`config.mk`:
```
export PLATFORM = sky130hd
export DESIGN_NAME = meas_discriminator
export DESIGN_NICKNAME = d
export VERILOG_FILES = /design/src/rtl/meas_discriminator.sv
export SDC_FILE = /design/constraint.sdc
export NUM_CORES = 2
export LEC_CHECK = 0
export CAP_MARGIN = 20
export CELL_PAD_IN_SITES_DETAIL_PLACEMENT = 1
export CELL_PAD_IN_SITES_GLOBAL_PLACEMENT = 1
export CORE_MARGIN = 3
export CORE_UTILIZATION = 30
export DETAILED_ROUTE_END_ITERATION = 16
export GPL_TIMING_DRIVEN = 0
export PLACE_DENSITY = 0.51
export SYNTH_ARGS = -nofsm -noshare
export SYNTH_HDL_FRONTEND = slang
export SYNTH_SLANG_ARGS = --single-unit
```
`constraint.sdc`:
```
create_clock -name clk -period 7.2 [get_ports clk]
set_clock_uncertainty 0.1 [all_clocks]
set_input_delay 1.8 -clock clk [delete_from_list [all_inputs] [get_ports clk]]
set_output_delay 1.8 -clock clk [all_outputs]
set_load 0.03 [all_outputs]
```
`src/rtl/meas_discriminator.sv`:
```
// ---------------------------------------------------------------------------
// meas_discriminator
// Upstream stage of the function-processor measurement path. Accepts a
// time-multiplexed stream of accumulated readout results (I, Q, channel),
// projects each onto a per-channel axis (I*coef_i + Q*coef_q) and compares
// the projection against a per-channel threshold to form a state bit.
//
// Ports
//   clk         clock
//   reset_n     synchronous reset, active low
//   acc_valid   acc_* valid this cycle (at most one result per cycle)
//   acc_chan    channel of the result
//   acc_i/q     accumulated I/Q, signed ACC_W
//   cfg_we      config write strobe
//   cfg_chan    config target channel
//   cfg_sel     0=coef_i 1=coef_q 2=threshold 3=reserved (ignored)
//   cfg_data    write data, sign-truncated per field
//   meas_clear  per-channel valid clear (sticky build only)
//   meas        latest state bit per channel
//   meas_valid  per-channel result-available flag
//   chan_err    1-cycle pulse when a result with acc_chan >= N_MEAS is dropped
//
// Build option
//   MEAS_DISC_STICKY_VALID_EN: meas_valid[c] is held until meas_clear[c];
//   otherwise meas_valid[c] is a single-cycle pulse per result.
//
// Latency: acc_valid sampled at edge T -> meas/meas_valid updated at T+3.
// ---------------------------------------------------------------------------
module meas_discriminator #(
  parameter int N_MEAS = 5,
  parameter int ACC_W  = 16,
  parameter int COEF_W = 16
) (
  input  logic                             clk,
  input  logic                             reset_n,
  input  logic                             acc_valid,
  input  logic [$clog2(N_MEAS)-1:0]        acc_chan,
  input  logic signed [ACC_W-1:0]          acc_i,
  input  logic signed [ACC_W-1:0]          acc_q,
  input  logic                             cfg_we,
  input  logic [$clog2(N_MEAS)-1:0]        cfg_chan,
  input  logic [1:0]                       cfg_sel,
  input  logic [ACC_W+COEF_W:0]            cfg_data,
  input  logic [N_MEAS-1:0]                meas_clear,
  output logic [N_MEAS-1:0]                meas,
  output logic [N_MEAS-1:0]                meas_valid,
  output logic                             chan_err
);

  localparam int CW = $clog2(N_MEAS);
  localparam int P  = ACC_W + COEF_W;
  localparam int S  = P + 1;
  localparam logic [CW:0] NM = (CW+1)'(N_MEAS);

  // Sign-extend both products by one bit so their sum cannot overflow.
  function automatic logic signed [S-1:0] add_ext(input logic signed [P-1:0] a,
                                                  input logic signed [P-1:0] b);
    return $signed({a[P-1], a}) + $signed({b[P-1], b});
  endfunction

  // Per-channel configuration
  logic signed [COEF_W-1:0] r_coef_i [N_MEAS];
  logic signed [COEF_W-1:0] r_coef_q [N_MEAS];
  logic signed [S-1:0]      r_thr    [N_MEAS];

  logic          w_acc_ok, w_cfg_ok;
  logic [CW-1:0] w_rd_idx, w_wr_idx;

  assign w_acc_ok = ({1'b0, acc_chan} < NM);
  assign w_cfg_ok = ({1'b0, cfg_chan} < NM);
  // Clamp indices so array accesses stay in range for dropped channels.
  assign w_rd_idx = w_acc_ok ? acc_chan : '0;
  assign w_wr_idx = w_cfg_ok ? cfg_chan : '0;

  always_ff @(posedge clk) begin
    if (!reset_n) begin
      for (int c = 0; c < N_MEAS; c++) begin
        r_coef_i[c] <= COEF_W'(1);
        r_coef_q[c] <= '0;
        r_thr[c]    <= '0;
      end
    end else if (cfg_we && w_cfg_ok) begin
      case (cfg_sel)
        2'd0:    r_coef_i[w_wr_idx] <= cfg_data[COEF_W-1:0];
        2'd1:    r_coef_q[w_wr_idx] <= cfg_data[COEF_W-1:0];
        2'd2:    r_thr[w_wr_idx]    <= cfg_data;
        default: ;
      endcase
    end
  end

  // Pipeline control (valids, error flag)
  logic r_vld_p1, r_vld_p2, r_vld_p3, r_err_p1;

  always_ff @(posedge clk) begin
    if (!reset_n) begin
      r_vld_p1 <= 1'b0;
      r_vld_p2 <= 1'b0;
      r_vld_p3 <= 1'b0;
      r_err_p1 <= 1'b0;
    end else begin
      r_vld_p1 <= acc_valid && w_acc_ok;
      r_err_p1 <= acc_valid && !w_acc_ok;
      r_vld_p2 <= r_vld_p1;
      r_vld_p3 <= r_vld_p2;
    end
  end

  // Pipeline data
  logic [CW-1:0]            r_chan_p1, r_chan_p2, r_chan_p3;
  logic signed [ACC_W-1:0]  r_i_p1, r_q_p1;
  logic signed [COEF_W-1:0] r_ci_p1, r_cq_p1;
  logic signed [S-1:0]      r_thr_p1, r_thr_p2, r_thr_p3;
  logic signed [P-1:0]      r_pi_p2, r_pq_p2;
  logic signed [S-1:0]      r_sum_p3;
  logic signed [P-1:0]      w_i_ext, w_q_ext, w_ci_ext, w_cq_ext;

  assign w_i_ext  = $signed({{COEF_W{r_i_p1[ACC_W-1]}}, r_i_p1});
  assign w_q_ext  = $signed({{COEF_W{r_q_p1[ACC_W-1]}}, r_q_p1});
  assign w_ci_ext = $signed({{ACC_W{r_ci_p1[COEF_W-1]}}, r_ci_p1});
  assign w_cq_ext = $signed({{ACC_W{r_cq_p1[COEF_W-1]}}, r_cq_p1});

  always_ff @(posedge clk) begin
    // S1: capture sample and the channel's configuration
    r_chan_p1 <= w_rd_idx;
    r_i_p1    <= acc_i;
    r_q_p1    <= acc_q;
    r_ci_p1   <= r_coef_i[w_rd_idx];
    r_cq_p1   <= r_coef_q[w_rd_idx];
    r_thr_p1  <= r_thr[w_rd_idx];
    // S2: full-width signed products
    r_chan_p2 <= r_chan_p1;
    r_pi_p2   <= w_i_ext * w_ci_ext;
    r_pq_p2   <= w_q_ext * w_cq_ext;
    r_thr_p2  <= r_thr_p1;
    // S3: projection sum
    r_chan_p3 <= r_chan_p2;
    r_sum_p3  <= add_ext(r_pi_p2, r_pq_p2);
    r_thr_p3  <= r_thr_p2;
  end

  // Output stage: strict signed compare, per-channel update
  logic                w_bit;
  logic [N_MEAS-1:0]   w_set;
  logic [N_MEAS-1:0]   r_meas, r_meas_valid;
  logic                r_chan_err;

  assign w_bit = (r_sum_p3 > r_thr_p3);

  always_comb begin
    w_set = '0;
    for (int c = 0; c < N_MEAS; c++)
      w_set[c] = r_vld_p3 && (r_chan_p3 == CW'(c));
  end

  always_ff @(posedge clk) begin
    if (!reset_n) begin
      r_meas       <= '0;
      r_meas_valid <= '0;
      r_chan_err   <= 1'b0;
    end else begin
      r_chan_err <= r_err_p1;
      for (int c = 0; c < N_MEAS; c++)
        if (w_set[c]) r_meas[c] <= w_bit;
`ifdef MEAS_DISC_STICKY_VALID_EN
      // A new result outranks a clear arriving in the same cycle.
      r_meas_valid <= (r_meas_valid & ~meas_clear) | w_set;
`else
      r_meas_valid <= w_set;
`endif
    end
  end

`ifndef MEAS_DISC_STICKY_VALID_EN
  logic w_unused_clear;
  assign w_unused_clear = ^meas_clear;
`endif

  assign meas       = r_meas;
  assign meas_valid = r_meas_valid;
  assign chan_err   = r_chan_err;

endmodule

```
==> results.md <==
* Outcome: completed
* Crit. End Element: flop
* Num CTS Buffers at 75
* Max layer used: met4
* Ys async rst share at 0%
* Synthesized Nets at ~5k
* Die ar. at 147600 µm²
* Final setup viols at 0
* Num rows at approximately 140
* DRT met1 WL at slightly below 60 mm
* Routed vias/inst at around 4.6
* Die width at a little under 400 µm
* CP Launch Type: flop
* Fmax at ~150 MHz
* Tcrit/Tclk final at a little over nine tenths
* Post-placement cell count at slightly above 6k
* GRT Overall Usage at between 10% and 20%
* Clk Latency, worst-skew pair at about 670 ps
* Cell taking the most area after synthesis: fa_1
* Sinks on Clock Net at between 600 and 700
* CTS clk-pin slew, worst paths at ~70 ps
* Sequential cell area fraction in the yosys report at about 36%
* Final nets at 5128
* Hold Fails Final Rpt at 0
* Final RePlAce weighted congestion at between 0.8 and 0.9
* Max FO, Critical Path at 10
* Worst-Margin Slew at about 1100 ps
* CTS tree: yes
* Netlist cell types at slightly below 70
* Hold Crit Class: reg -> reg
* Worst Hold Launch: r_thr_p1[9]$_DFF_P_
* Routed len/inst at around 21 µm
* Maxcap violations at 0
* Synth top area cells: fa_1, edfxtp_1, dfxtp_1, and2_1, ha_1
* Dpl hpwl at between 100 and 150 mm
* Number of flops mapped to enable cells by yosys at roughly 330
* Number of global-route vias before repair at approximately 31k
* First drt pass iteration count at 5
* Overflow left after global routing at 0
* H-Tree Depth at 3
* Main synth FF type: edfxtp_1
* Fin crit period at ~7000 ps
* Post-synth top area share at between 20% and 30%
* Via count at around 29k
* Critical Path Source: r_q_p1[11]$_DFF_P_
* Req. time, crit path at between 7000 and 8000 ps
* Yosys warning count at 0
* Total wire length at 129.1 mm
* Port buffer count at a little under 90
* List of most frequent post-synthesis cells: inv_1, and2_1, fa_1, nand2_1, edfxtp_1
* Number of routed nets with antenna violations at 0
* Critical path, cell by cell: clkbuf_2, nand2_1, fa_1, fa_1, fa_1, inv_1, fa_1, fa_1, inv_1, fa_1, inv_1, ha_1, clkbuf_1, nand3_1, nor2_1, o41ai_4, a31oi_1, or4_1, a31o_1, a31oi_1, xnor2_2
* Routed length on met2 at around 62 mm
* 1st-iter DRT viols at roughly 1.4k
* Initial antenna violation count at 7
* CP peak stage delay at ~550 ps
* Crit path DAT at between 7000 and 8000 ps
* Seq cells post-synth at just over 600
* Crit path kind: reg -> reg
* Root Buffer Master: clkbuf_16
* Syn avg cell area at approximately 10 µm²
* Die height at between 300 and 400 µm
* Master of the slowest instance on the critical path: fa_1
* First-pass GRT wire length at between 150 and 200 mm
* Share of layout cells above drive strength 1 at under 10%
* Relative slew slack at between 20% and 30%
* RSZ-0062 raised after global routing: no
* Starting density of the core at between 30% and 40%
* CP most frequent cell: fa_1
* Finished Layout Cells at 6250
* Slew Viols, Final at 0
* Worst R2R Start: r_q_p1[11]$_DFF_P_
* Ports at 93
* DR WL met3 at about 4.3 mm
* Area Growth Syn to Fin at 14.93%
* Residual DRC at 0
* CORE AREA at 141800 µm²
* Pin count of the biggest net entering global routing at 27
* Maximum clock path buffer count at 3
* Top-count cell post-synth: inv_1
* Post-synthesis cell count at about 4k
* Area of the mapped netlist at between 40000 and 50000 µm²
## kinds of logic (layout without fill, tap and decap cells)
kind of cell / after synthesis / after routing / share of synthesized area [%]
compound gates: 422 / 422 / 5.899
flops: 609 / 609 / 36.00
mux: 70 / 70 / 1.834
simple gates: 1355 / 1355 / 16.13
fa+ha+maj: 754 / 754 / 31.17
xor+xnor: 94 / 94 / 1.919
buf+inv: 806 / 1049 / 7.051
other cells: 0 / 7 / 0
## sequential cells by signal, indices dropped and copies added (netlist names)
signal      cells
chan_err        1
meas            5
meas_valid      5
r_chan_p1       3
r_chan_p2       3
r_chan_p3       3
r_ci_p1        16
r_coef_i       80
r_coef_q       80
r_cq_p1        16
r_err_p1        1
r_i_p1         16
r_pi_p2        32
r_pq_p2        32
r_q_p1         16
r_sum_p3       33
r_thr         165
r_thr_p1       33
r_thr_p2       33
r_thr_p3       33
r_vld_p1        1
r_vld_p2        1
r_vld_p3        1
## through the flow
| step | setup slack [ps] | instance area [µm²] | hold WS [ps] | utilization [%] | setup TNS [ps] |
|---|---|---|---|---|---|
| after global placement | -1303 | 46140 | 210.9 | 32.55 | -175010 |
| after detailed placement | -368.7 | 46480 | 213.5 | 32.79 | -1936 |
| after CTS | 4.110 | 49090 | 214.7 | 34.63 | 0 |
| after global routing | 4.013 | 49290 | 206.6 | 34.77 | 0 |
| after floorplan | 1002 | 42910 | 209.6 | - | 0 |
| final | 328.8 | 49310 | 217.2 | 34.79 | 0 |
## worst paths after layout
kind,slack [ps],depth (start not counted),to
hold / removal,220,0,r_thr_p2[9]$_DFF_P_
hold reg to reg,220,0,r_thr_p2[9]$_DFF_P_
setup reg to reg,330,21,r_pq_p2[25]$_DFF_P_
setup / recovery,330,21,r_pq_p2[25]$_DFF_P_
## final cells by class
class                      count  area, µm²
sequential                   609      15500
tap                         1890       2365
antenna                        7      17.52
timing repair buffer         108       1164
fill                       15744      92450
multi-input combinational   2695      24560
inverter                     639       2402
clock inverter                42      523.0
clock buffer                  96       2027
buffer                       164      749.5
## routing by layer
| metal | GRT usage [%] | vias to the layer above |
|---|---|---|
| met1 | 24.57 | 14611 |
| met4 | 4.526 | 0 |
| met3 | 2.121 | 147 |
| met2 | 30.07 | 388 |
| met5 | 0 | - |
| li1 | - | 13366 |
## placed cells by master (no fill, tap or decap), types with 9 or more instances in the layout
master and instances:
edfxtp_1 325, o21ai_0 165, and2_1 576, ha_1 229, nand2_1 482, nor2_1 98
o21ai_2 10, or3_1 9, a211oi_1 12, dfxtp_1 243, clkbuf_2 31, inv_1 638
clkdlybuf4s50_1 87, and3_1 12, buf_1 11, clkinv_2 12, o21ai_1 19, mux2_2 69
clkbuf_4 23, a21oi_1 84, xnor2_1 70, nor3_1 17, o211ai_1 12, nand4_1 13
o21a_1 19, a31oi_1 12, xor2_1 23, clkbuf_16 76, nand2b_1 20, o21bai_1 13
fa_1 523, clkbuf_1 109, a21o_1 34, nor2b_1 12, dfxtp_2 38, nand3_1 92
## repair_timing
item	in CTS	in global routing
endpoints found under the setup margin	9	9
hold endpoints to repair	0	0
pin swaps	0	2
gates resized for setup	52	125
hold buffers	0	0
setup buffers	0	7
## critical path, delay by kind of cell, from the launching register on
family / cells / cell delay (ps)
DFF: 1 / 500
and+or+nand+nor: 4 / 870
AOI/OAI and AO/OA: 4 / 1080
buffers and inverters: 5 / 680
adders and majority gates: 7 / 3340
xor gates and xnor gates: 1 / 200
Power is left out: the tool's default activity adds up to more than one toggle a clock period on the data nets, which glitch-free logic cannot reach.
